$ cat src/rtl/chess_countdown_pkg.sv
// rtl/chess_countdown_pkg.sv - shared state encoding and BCD digit limits for the chess clock
package chess_countdown_pkg;

    typedef enum logic [1:0] {
        ST_IDLE  = 2'd0,
        ST_RUN   = 2'd1,
        ST_PAUSE = 2'd2,
        ST_FLAG  = 2'd3
    } state_e;

    localparam logic [3:0] MIN_TENS_MAX  = 4'd5;
    localparam logic [3:0] MIN_UNITS_MAX = 4'd9;
    localparam logic [3:0] SEC_TENS_MAX  = 4'd5;
    localparam logic [3:0] SEC_UNITS_MAX = 4'd9;

    function automatic logic min_valid(input logic [7:0] m);
        return (m[7:4] <= MIN_TENS_MAX) && (m[3:0] <= MIN_UNITS_MAX);
    endfunction

endpackage

$ cat src/rtl/chess_countdown_bcd_mmss_down.sv
// rtl/chess_countdown_bcd_mmss_down.sv - one player's BCD mm:ss down counter, saturating at 00:00
module bcd_mmss_down
    import chess_countdown_pkg::*;
#(
    parameter logic [15:0] RESET_VAL = 16'h0500
) (
    input  logic        clk,
    input  logic        reset,
    input  logic        load,
    input  logic [15:0] load_val,
    input  logic        dec,
    output logic [15:0] value,
    output logic        zero
);

    logic [15:0] value_q;
    logic [15:0] value_d;

    always_comb begin
        value_d = value_q;
        if (load) begin
            value_d = load_val;
        end else if (dec && (value_q != 16'h0000)) begin
            // Borrow ripples s1 -> s10 -> m1 -> m10; m10 cannot underflow because 00:00 is excluded.
            if (value_q[3:0] != 4'd0) begin
                value_d[3:0] = value_q[3:0] - 4'd1;
            end else begin
                value_d[3:0] = SEC_UNITS_MAX;
                if (value_q[7:4] != 4'd0) begin
                    value_d[7:4] = value_q[7:4] - 4'd1;
                end else begin
                    value_d[7:4] = SEC_TENS_MAX;
                    if (value_q[11:8] != 4'd0) begin
                        value_d[11:8] = value_q[11:8] - 4'd1;
                    end else begin
                        value_d[11:8]  = MIN_UNITS_MAX;
                        value_d[15:12] = value_q[15:12] - 4'd1;
                    end
                end
            end
        end
    end

    always_ff @(posedge clk) begin
        if (reset) begin
            value_q <= RESET_VAL;
        end else begin
            value_q <= value_d;
        end
    end

    assign value = value_q;
    assign zero  = (value_q == 16'h0000);

endmodule

$ cat src/rtl/chess_countdown.sv
// rtl/chess_countdown.sv - two-player chess clock: game FSM and turn handover over two BCD counters
module chess_countdown
    import chess_countdown_pkg::*;
#(
    parameter logic [7:0] INIT_MIN     = 8'h05,
    parameter logic       FIRST_PLAYER = 1'b0
) (
    input  logic        clk,
    input  logic        reset,
    input  logic [7:0]  min,
    input  logic        load,
    input  logic        start,
    input  logic        pause,
    input  logic        press_a,
    input  logic        press_b,
    input  logic        tick,
    output logic [15:0] time_a,
    output logic [15:0] time_b,
    output logic        active_b,
    output logic        running,
    output logic        flag_a,
    output logic        flag_b
);

    state_e state_q;
    logic   active_b_q;
    logic   running_q;
    logic   flag_a_q;
    logic   flag_b_q;

    logic        zero_a;
    logic        zero_b;
    logic        load_clk;
    logic        dec_a;
    logic        dec_b;
    logic        act_press;
    logic        flag_fall;
    logic [15:0] act_time;

    always_comb begin
        act_time  = active_b_q ? time_b : time_a;
        act_press = active_b_q ? press_b : press_a;
        flag_fall = (state_q == ST_RUN) && tick && (act_time == 16'h0001);
        dec_a     = (state_q == ST_RUN) && tick && !active_b_q;
        dec_b     = (state_q == ST_RUN) && tick && active_b_q;
        // A resume in PAUSE takes precedence, so a coincident load must not touch the times.
        load_clk  = load && min_valid(min) && (state_q != ST_RUN)
                    && !((state_q == ST_PAUSE) && start);
    end

    bcd_mmss_down #(.RESET_VAL({INIT_MIN, 8'h00})) u_clk_a (
        .clk      (clk),
        .reset    (reset),
        .load     (load_clk),
        .load_val ({min, 8'h00}),
        .dec      (dec_a),
        .value    (time_a),
        .zero     (zero_a)
    );

    bcd_mmss_down #(.RESET_VAL({INIT_MIN, 8'h00})) u_clk_b (
        .clk      (clk),
        .reset    (reset),
        .load     (load_clk),
        .load_val ({min, 8'h00}),
        .dec      (dec_b),
        .value    (time_b),
        .zero     (zero_b)
    );

    always_ff @(posedge clk) begin
        if (reset) begin
            state_q    <= ST_IDLE;
            active_b_q <= FIRST_PLAYER;
            running_q  <= 1'b0;
            flag_a_q   <= 1'b0;
            flag_b_q   <= 1'b0;
        end else begin
            case (state_q)
                ST_IDLE: begin
                    if (load_clk) begin
                        active_b_q <= FIRST_PLAYER;
                        flag_a_q   <= 1'b0;
                        flag_b_q   <= 1'b0;
                    end else if (start && !zero_a && !zero_b) begin
                        state_q   <= ST_RUN;
                        running_q <= 1'b1;
                    end
                end
                ST_RUN: begin
                    if (flag_fall) begin
                        state_q   <= ST_FLAG;
                        running_q <= 1'b0;
                        if (active_b_q) flag_b_q <= 1'b1;
                        else            flag_a_q <= 1'b1;
                    end else if (act_press) begin
                        active_b_q <= ~active_b_q;
                    end else if (pause) begin
                        state_q   <= ST_PAUSE;
                        running_q <= 1'b0;
                    end
                end
                ST_PAUSE: begin
                    if (start) begin
                        state_q   <= ST_RUN;
                        running_q <= 1'b1;
                    end else if (load_clk) begin
                        state_q    <= ST_IDLE;
                        active_b_q <= FIRST_PLAYER;
                    end
                end
                ST_FLAG: begin
                    if (load_clk) begin
                        state_q    <= ST_IDLE;
                        active_b_q <= FIRST_PLAYER;
                        flag_a_q   <= 1'b0;
                        flag_b_q   <= 1'b0;
                    end
                end
                default: state_q <= ST_IDLE;
            endcase
        end
    end

    assign active_b = active_b_q;
    assign running  = running_q;
    assign flag_a   = flag_a_q;
    assign flag_b   = flag_b_q;

endmodule

$ cat config.mk
export PLATFORM = sky130hd
export DESIGN_NAME = chess_countdown
export DESIGN_NICKNAME = d
export VERILOG_FILES = /design/src/rtl/chess_countdown_pkg.sv /design/src/rtl/chess_countdown_bcd_mmss_down.sv /design/src/rtl/chess_countdown.sv
export SDC_FILE = /design/constraint.sdc
export NUM_CORES = 1
export LEC_CHECK = 0
export ABC_AREA = 1
export CORE_MARGIN = 10
export CORE_UTILIZATION = 40
export CTS_CLUSTER_SIZE = 20
export DETAILED_ROUTE_END_ITERATION = 8
export PLACE_DENSITY = 0.68
export SLEW_MARGIN = 40
export SYNTH_ARGS = -nofsm -noshare
export SYNTH_HDL_FRONTEND = slang
export SYNTH_SLANG_ARGS = --single-unit
$ cat constraint.sdc
create_clock -name clk -period 2.78 [get_ports clk]
set_clock_uncertainty 0.2 [all_clocks]
set_input_delay 0.278 -clock clk [delete_from_list [all_inputs] [get_ports clk]]
set_output_delay 0.278 -clock clk [all_outputs]
set_load 0.1 [all_outputs]
==> metrics.txt, run 1 <==
cells after synthesis=341; CTS tree=built; NetSw=0.001251 W; Clock Pin Slew Worst Setup and Hold Paths=80 ps; Die Wd=97.05 um; Peak supply drop=0.5030 mV; Slew HR=0.7041; final hold violations=0; Clk network pwr share=0.198; Ports=52; WP buf/inv=3; total die area=9419 um^2; worst r2r path cells=10; crit-path most repeated cell=inv_1; CTS buffer count=5; reg2reg setup slack=450 ps; Synth Warn #=0; largest net degree at the start of global routing=15; Via Count=2387; worst r2r src=state_q[1]$_SDFFE_PP0P_; Initial DRC Count=106; DR pass1 iterations=4; Async S/R FF share, synth=0; GRT Overall Usage=0.1356; post-cts sizing count=0; largest delay contributor family on the critical path=buffers and inverters; Static Leak=1.312 nW; biggest area consumer among synthesized cells=dfxtp_1; Min Clock Period, post-route=2327 ps; count of input and output buffers=51; Area growth syn-to-layout=25.71%; Crit Path Class=register to register; CP cell instances=inv_1 -> ha_1 -> nor2_1 -> nand2_1 -> nor2_2 -> nand2_4 -> inv_6 -> nor2_4 -> inv_1 -> a21oi_1; CTS Hold Bufs=0; Critical Path Start Type=register; RSZ-0062 raised after global routing=no; nets=423; Gate power share=0.514; HPWL after DPL=5224 um; pre-CTS setup slack=495.2 ps; mapped cell area=2375 um^2; Slew Viols, Final=0; Critical Path End=u_clk_b.value[5]$_SDFFE_PP0P_; vias in the first global route=2344; slowest stage delay, CP=440 ps; non-filler cells, final=472; DRC viols=0; syn_nets=368; power per cell area=830.3 nW/um^2; share of the cycle needed by the critical path after routing=0.8370; CTS Sinks=38; setup bufs post-CTS=0; CTS root buf=clkbuf_8; Final WS setup=453.3 ps; #FFs+latches synth=38; Setup crit start=state_q[1]$_SDFFE_PP0P_; Yosys top cell area share=0.3203; most common cell after layout, fill and taps aside=nand2_1; Routed WL=6514 um; sw frac=0.5046; CP Data Arrival Time=2300 ps; critical path depth in cells=10; initial antenna violation count=0; GRT overflow=0; Final Wtd Congestion=0.9374; worst skew pair latency=300 ps; post-route ant nets=0; Vias/cell=5.057; number of synthesized flops with an enable pin=0; most frequent cells in the layout=nand2_1, inv_1, dfxtp_1; crit path max-delay cell type=dfxtp_1; initial core utilization=0.4059; clock tree buffer depth=2; first-pass GRT wire length=10940 um; mean post-synth cell area=6.964 um^2; post-synthesis sequential area ratio=0.3203; FMAX=0.4298 GHz; die height=97.05 um; Final setup viols=0; Int Power=0.001228 W; Seq pwr share=0.288; Avg WL per Cell=13.80 um; reg-to-reg endpoint=u_clk_b.value[5]$_SDFFE_PP0P_; min-delay worst type=register to register; Critical Path RT=2750 ps; top post-synthesis cells by area=dfxtp_1, nand2_1, inv_1; Setup TNS=0 ps; n_diodes=0; max-cap check violation count=0; Worst-Margin Slew=443.4 ps; layout cells sized above 1=0.2141; Unique masters post-synth=38; num rows=28; worst-path fanout max=14; status=finished, final reports clean; H-tree depth=2; CP Capture Type=register; ys flop type=dfxtp_1; Core Region=5851 um^2; Placed Cells=464
==> metrics by stage <==
step | utilization | cell area, um^2 | power, W | hold WS, ps
after global routing | 0.5103 | 2985 | 0.002625 | 282.3
final | 0.5103 | 2985 | 0.002479 | 268.5
after detailed placement | 0.4908 | 2872 | 0.002005 | 254.5
after global placement | 0.4908 | 2872 | 0.001995 | 246.5
after floorplan | - | 2375 | 0.001747 | 228.6
after CTS | 0.5103 | 2985 | 0.002496 | 266.9
==> sequential cells by signal, summed over array words and instances (netlist names) <==
register,cells
flag_b,1
flag_a,1
running,1
state_q,2
u_clk_a.value,16
u_clk_b.value,16
active_b,1
==> synth_stat cells, types with 6 or more instances <==
master    n
nand2_1  71
inv_1    42
dfxtp_1  38
nor2_1   33
a21oi_1  28
nand3_1  25
o21ai_0  13
ha_1     11
nand4_1  11
nand2_2   7
nor2_4    7
nor2_2    6
o21ai_1   6
==> cell families (layout without fill, tap and decap cells) <==
| group | Yosys count | count (layout) | synth area share |
|---|---|---|---|
| flip-flops | 38 | 38 | 0.3203 |
| buffers and inverters | 54 | 110 | 0.09273 |
| XOR/XNOR | 3 | 3 | 0.01107 |
| adder cells (fa/ha/maj) | 11 | 11 | 0.05795 |
| AO/OA/AOI/OAI | 59 | 59 | 0.1380 |
| AND/OR/NAND/NOR | 176 | 176 | 0.3799 |
==> worst reg2reg max path, cell delays in order (launching register included) <==
cell	delay, ps
dfxtp_1	440
inv_1	130
ha_1	290
nor2_1	130
nand2_1	70
nor2_2	150
nand2_4	160
inv_6	150
nor2_4	60
inv_1	330
a21oi_1	80
==> layer usage <==
layer	up-vias	GRT usage	wire, um
met5	-	0	0
met4	0	0.05562	124
met3	12	0.04054	401
met2	65	0.2150	2955
met1	1084	0.1663	3033
li1	1226	-	-
==> how the worst min path moves through the flow <==
stage | from | to | slack [ps] | cells after the start
final | flag_a$_SDFFE_PP0P_ | flag_a$_SDFFE_PP0P_ | 270 | 2
after global routing | flag_b$_SDFFE_PP0P_ | flag_b$_SDFFE_PP0P_ | 280 | 2
after floorplan | min[2] | u_clk_a.value[10]$_SDFFE_PP1P_ | 230 | 2
after detailed placement | flag_a$_SDFFE_PP0P_ | flag_a$_SDFFE_PP0P_ | 250 | 2
after global placement | flag_b$_SDFFE_PP0P_ | flag_b$_SDFFE_PP0P_ | 250 | 2
after CTS | flag_a$_SDFFE_PP0P_ | flag_a$_SDFFE_PP0P_ | 270 | 2
==> power by group through the flow <==
stage	registers, W	logic (W)	clock network [W]
final	0.000714	0.00127	0.000490
after global routing	0.000729	0.00138	0.000518
after CTS	0.000714	0.00128	0.000501
after detailed placement	0.000725	0.00128	0
after global placement	0.000722	0.00127	0
after floorplan	0.00118	0.000564	0
==> cell type report <==
type	instances	area, um^2
fillers	591	2865
multi-input cells	249	1394
flip-flops and latches	38	760.7
repair buffers	52	427.9
inverters	50	195.2
well taps	75	93.84
clock buffers	5	68.82
clock inverters	3	45.04
No activity file was read; power rests on OpenSTA's default activity.
==> run 2: changes to the inputs <==
--- a/config.mk
+++ b/config.mk
@@ -10,7 +10,7 @@
 export CORE_UTILIZATION = 40
 export CTS_CLUSTER_SIZE = 20
 export DETAILED_ROUTE_END_ITERATION = 8
-export PLACE_DENSITY = 0.68
+export PLACE_DENSITY = 0.7
 export SLEW_MARGIN = 40
 export SYNTH_ARGS = -nofsm -noshare
 export SYNTH_HDL_FRONTEND = slang
==> constraint.sdc (replaced) <==
create_clock -name clk -period 1.9 [get_ports clk]
set_clock_uncertainty 0.2 [all_clocks]
set_input_delay 0.19 -clock clk [delete_from_list [all_inputs] [get_ports clk]]
set_output_delay 0.19 -clock clk [all_outputs]
set_load 0.1 [all_outputs]
==> metrics.txt, run 2 (synthesis gave the netlist of run 1 again) <==
DRC viols=0 (unchanged); Worst-Margin Slew=318.2 ps (-125.3 ps); Avg WL per Cell=14.40 um (+4.4%); Static Leak=1.606 nW (+22%); die height=97.05 um (unchanged); failing checks=setup timing; Initial DRC Count=127 (+20%); Ports=52 (unchanged); vias in the first global route=2400 (+2.4%); layout cells sized above 1=0.4421 (+0.2280); Area growth syn-to-layout=64.86%; H-tree depth=2 (unchanged); worst-path fanout max=5 (-9); Min Clock Period, post-route=1906 ps (-420.4 ps); Crit Path Class=register to register; worst hold margin=258.8 ps (-9.675 ps); CP Capture Type=register; Final Wtd Congestion=0.8732 (-6.8%); num rows=28 (unchanged); CTS Sinks=38 (unchanged); Critical Path Start Type=register; most common cell after layout, fill and taps aside=nand2_1; first-pass GRT wire length=11190 um (+2.3%); FMAX=0.5246 GHz (+22%); worst skew pair latency=300 ps (about the same); Final setup viols=2 (+2); initial antenna violation count=0 (unchanged); count of input and output buffers=51 (unchanged); GRT overflow=0 (unchanged); Vias/cell=5.012 (-0.89%); Via Count=2496 (+4.6%); clock tree buffer depth=2 (unchanged); Setup TNS=-12.39 ps (-12.39 ps); Critical Path RT=1880 ps (-870 ps); CTS Hold Bufs=0 (unchanged); Placed Cells=484 (+4.3%); status=complete, but fails checks; HPWL after DPL=5328 um (+2.0%); Util after Layout=0.6692 (+0.1589); Die Wd=97.05 um (unchanged); CTS buffer count=5 (unchanged); most frequent cells in the layout=nand2_1, buf_12, inv_1; post-route ant nets=0 (unchanged); Core Region=5851 um^2 (unchanged); Slew HR=0.7857 (+0.08160); share of the cycle needed by the critical path after routing=1.003 (+0.1664); Routed WL=7173 um (+10%); n_diodes=0 (unchanged); CP Data Arrival Time=1890 ps (-410 ps); largest net degree at the start of global routing=13 (-2); final hold violations=0 (unchanged); DR pass1 iterations=4 (unchanged); RSZ-0062 raised after global routing=yes; initial core utilization=0.4059 (unchanged); Peak supply drop=0.8499 mV (+69%); GRT Overall Usage=0.1386 (+0.003060); power per cell area=1120 nW/um^2 (+35%); nets=449 (+6.1%); non-filler cells, final=498 (+5.5%); Final WS setup=-6.330 ps (-459.6 ps); pre-CTS setup slack=-87.31 ps (-582.5 ps); Clock Pin Slew Worst Setup and Hold Paths=80 ps (about the same); min-delay worst type=register to register; CTS tree=built; Slew Viols, Final=0 (unchanged); CTS root buf=clkbuf_8; total die area=9419 um^2 (unchanged); max-cap check violation count=0 (unchanged)
## run 2: cell types whose count changed in the layout (fill, tap and decap cells not counted), moves of 7 or more
cell / delta
inv_2: +7
dfxtp_2: +16
buf_12: +36
nand2_2: +7
nand2_1: -10
buf_4: -13
dfxtp_4: +19
inv_1: -10
dfxtp_1: -35
## run 2: final timing paths
check | startpoint | to | slack [ps] | cells past startpoint
setup / recovery | state_q[1]$_SDFFE_PP0P_ | active_b$_SDFFE_PP0P_ | -6 | 11
hold / removal | flag_b$_SDFFE_PP0P_ | flag_b$_SDFFE_PP0P_ | 260 | 2
setup reg to reg | state_q[1]$_SDFFE_PP0P_ | active_b$_SDFFE_PP0P_ | -6 | 11
hold reg to reg | flag_b$_SDFFE_PP0P_ | flag_b$_SDFFE_PP0P_ | 260 | 2
## run 2: area by class of cell
cell class                 instances  area, um^2
inverter                          50       206.4
sequential                        38       852.1
clock inverter                     2       60.06
timing repair buffer              75        1051
tap                               75       93.84
clock buffer                       6       82.58
fill                             445        1936
timing repair inverter             1       7.507
multi-input combinational        251        1562
## run 2: through the flow
stage          power, W  instance area, um^2
3_5_place_dp   0.003369                 3586
6_report       0.004384                 3915
2_1_floorplan  0.002592                 2489
4_1_cts        0.004244                 3746
3_3_place_gp   0.003346                 3586
5_1_grt        0.004591                 3915
## run 2: power by group
part | switching [W] | internal (W)
registers | 0.000178 | 0.000934
clock network | 0.000312 | 0.000560
logic | 0.00151 | 0.000892
## run 2: layer usage
layer,GRT usage,vias up,wire length [um]
met1,0.1583,1132,3093
met4,0.04994,0,190
met3,0.03841,18,394
met2,0.2397,68,3495
met5,0,-,0
li1,-,1278,-
## run 2: timing repair
action / in CTS / in global routing
setup endpoints to repair: 28 / 37
setup buffers: 0 / 3
resized for setup: 3 / 40
cloned: 1 / 2
pin swaps: 1 / 17
## run 2: critical path, stage by stage (launching register included)
cell,delay (ps)
dfxtp_2,360
inv_2,60
ha_4,170
nor2_4,70
nand2_2,90
nor2_4,160
buf_4,140
nand2_2,100
a21boi_2,170
nand3_1,100
o21ai_1,130
a21oi_1,50
==> run 3: changes to the inputs <==
--- a/config.mk
+++ b/config.mk
@@ -6,6 +6,7 @@
 export NUM_CORES = 1
 export LEC_CHECK = 0
 export ABC_AREA = 1
+export CORE_ASPECT_RATIO = 1.75
 export CORE_MARGIN = 10
 export CORE_UTILIZATION = 40
 export CTS_CLUSTER_SIZE = 20
==> metrics.txt, run 3 (synthesis gave the netlist of run 1 again) <==
Die Wd=78.25 um (-19%); power per cell area=1058 nW/um^2 (-5.5%); n_diodes=0 (unchanged); reg-to-reg endpoint=u_clk_a.value[12]$_SDFFE_PP0P_; most common cell after layout, fill and taps aside=nand2_1; largest net degree at the start of global routing=13 (unchanged); Util after Layout=0.6905 (+0.02131); Final WS setup=-1.306 ps (+5.024 ps); Final setup viols=1 (-1); GRT overflow=0 (unchanged); Static Leak=1.641 nW (+2.1%); failing checks=setup timing; worst skew pair latency=300 ps (about the same); DR pass1 iterations=4 (unchanged); Crit Path Class=register to register; CP Data Arrival Time=1930 ps (+40 ps); worst hold margin=289.6 ps (+30.73 ps); RSZ-0062 raised after global routing=yes; Setup TNS=-1.306 ps (+11.09 ps); vias in the first global route=2625 (+9.4%); num rows=37 (+32%); multi-input gate area in the final layout=1627 um^2 (+4.2%); Clock Pin Slew Worst Setup and Hold Paths=80 ps (about the same); Hold Path End=state_q[1]$_SDFFE_PP0P_; reg2reg setup slack=-1 ps (about the same); Routed WL=7653 um (+6.7%); most frequent cells in the layout=nand2_1, buf_12, buf_4; Min Clock Period, post-route=1901 ps (-5.024 ps); initial core utilization=0.4071 (+0.001219); max-cap check violation count=0 (unchanged); Vias/cell=5.320 (+6.1%); Core Region=5833 um^2 (-0.30%); total die area=9540 um^2 (+1.3%); HPWL after DPL=5575 um (+4.6%); worst r2r path cells=11 (unchanged); nets=461 (+2.7%); CP Capture Type=register; initial antenna violation count=0 (unchanged); CTS buffer count=5 (unchanged); Fillers=466 (+4.7%); non-filler cells, final=513 (+3.0%); largest delay contributor family on the critical path=simple AND/OR/NAND/NOR gates; worst r2r src=state_q[1]$_SDFFE_PP0P_; Slew HR=0.7062 (-0.07943); final hold violations=0 (unchanged); min-delay worst type=register to register; crit path max-delay cell type=dfxtp_2; Initial DRC Count=189 (+49%); post-route ant nets=0 (unchanged); Critical Path Start Type=register; count of input and output buffers=51 (unchanged); slowest stage delay, CP=340 ps (-20 ps); first-pass GRT wire length=11970 um (+7.0%); WP buf/inv=3 (+1); hold_sp=state_q[1]$_SDFFE_PP0P_; CP cell instances=inv_2 -> ha_4 -> nand2_4 -> buf_4 -> nor2_4 -> nand2_4 -> nor2_8 -> inv_2 -> o21ai_1 -> nand2_2 -> a21oi_2; Worst-Margin Slew=436.1 ps (+117.9 ps); dpl cell area=3592 um^2 (+0.17%); Critical Path RT=1930 ps (+50 ps); WHS Path Cells=2 (unchanged); clock tree buffer depth=2 (unchanged); Ports=52 (unchanged); register area=852.1 um^2 (unchanged); Slew Viols, Final=0 (unchanged); Area growth syn-to-layout=69.60%; Placed Cells=489 (+1.0%); CTS Sinks=38 (unchanged); DRC viols=0 (unchanged); post-route design area=4028 um^2 (+2.9%); CTS root buf=clkbuf_8; FMAX=0.5260 GHz (+0.26%); worst-path fanout max=5 (unchanged); share of the cycle needed by the critical path after routing=1.001 (-0.002644); Final Wtd Congestion=0.8593 (-1.6%); Peak supply drop=0.8316 mV (-2.2%); die height=121.9 um (+26%); Avg WL per Cell=14.92 um (+3.6%); status=complete, but fails checks; layout cells sized above 1=0.4621 (+0.01999); H-tree depth=2 (unchanged); Via Count=2729 (+9.3%); GRT Overall Usage=0.1489 (+0.01029); CTS tree=built
## run 3: per-stage QoR
step	total power, W	setup WS (ps)
after CTS	0.003995	1.735
final	0.004263	-1.306
after global routing	0.004481	-90.91
after global placement	0.003333	-38.05
after floorplan	0.002592	-17.69
after detailed placement	0.003364	-75.12
## run 3: area by class of cell
class	count	share of cell area
Clock buffer	6	0.02050
Clock inverter	2	0.003107
Inverter	50	0.05188
Multi-Input combinational cell	251	0.4039
Sequential cell	38	0.2116
Tap cell	78	0.02423
Timing Repair Buffer	87	0.2830
Timing Repair inverter	1	0.001864
## run 3: how the worst max path moves through the flow
stage | from | end | slack, ps | depth (start not counted)
floorplan | u_clk_b.value[9]$_SDFFE_PP0P_ | u_clk_b.value[7]$_SDFFE_PP0P_ | -20 | 8
global placement | start | u_clk_b.value[14]$_SDFFE_PP0P_ | -40 | 11
detailed placement | start | u_clk_b.value[4]$_SDFFE_PP0P_ | -80 | 9
CTS | state_q[0]$_SDFFE_PP0P_ | u_clk_b.value[14]$_SDFFE_PP0P_ | 2 | 12
global route | state_q[1]$_SDFFE_PP0P_ | u_clk_a.value[14]$_SDFFE_PP0P_ | -90 | 11
finish | state_q[1]$_SDFFE_PP0P_ | u_clk_a.value[12]$_SDFFE_PP0P_ | -1 | 11
## run 3: routing by layer
layer,wire length [um],global-route usage,share of wire
met4,291,0.05856,0.038
met5,0,0,0
met2,4176,0.2769,0.55
met3,424,0.03466,0.055
met1,2760,0.1558,0.36
## run 3: tightest hold or removal path: cells and delay by family (launching register included)
kind / cells / cell delay (ps)
AND/OR/NAND/NOR: 1 / 60
AO/OA/AOI/OAI: 1 / 50
flip-flops: 1 / 340
## run 3: where the power goes
part           total, W  internal (W)  switching (W)
Sequential      0.00112      0.000934       0.000184
Combinational   0.00254      0.000958        0.00159
Clock          0.000601      0.000292       0.000309
## run 3: timing repair
item / 4_1_cts / 5_1_grt
pin swaps: 1 / 21
cloned: 1 / 2
hold buffers: 0 / 0
buffers inserted: 0 / 13
resized for setup: 6 / 53
endpoints found under the setup margin: 21 / 37
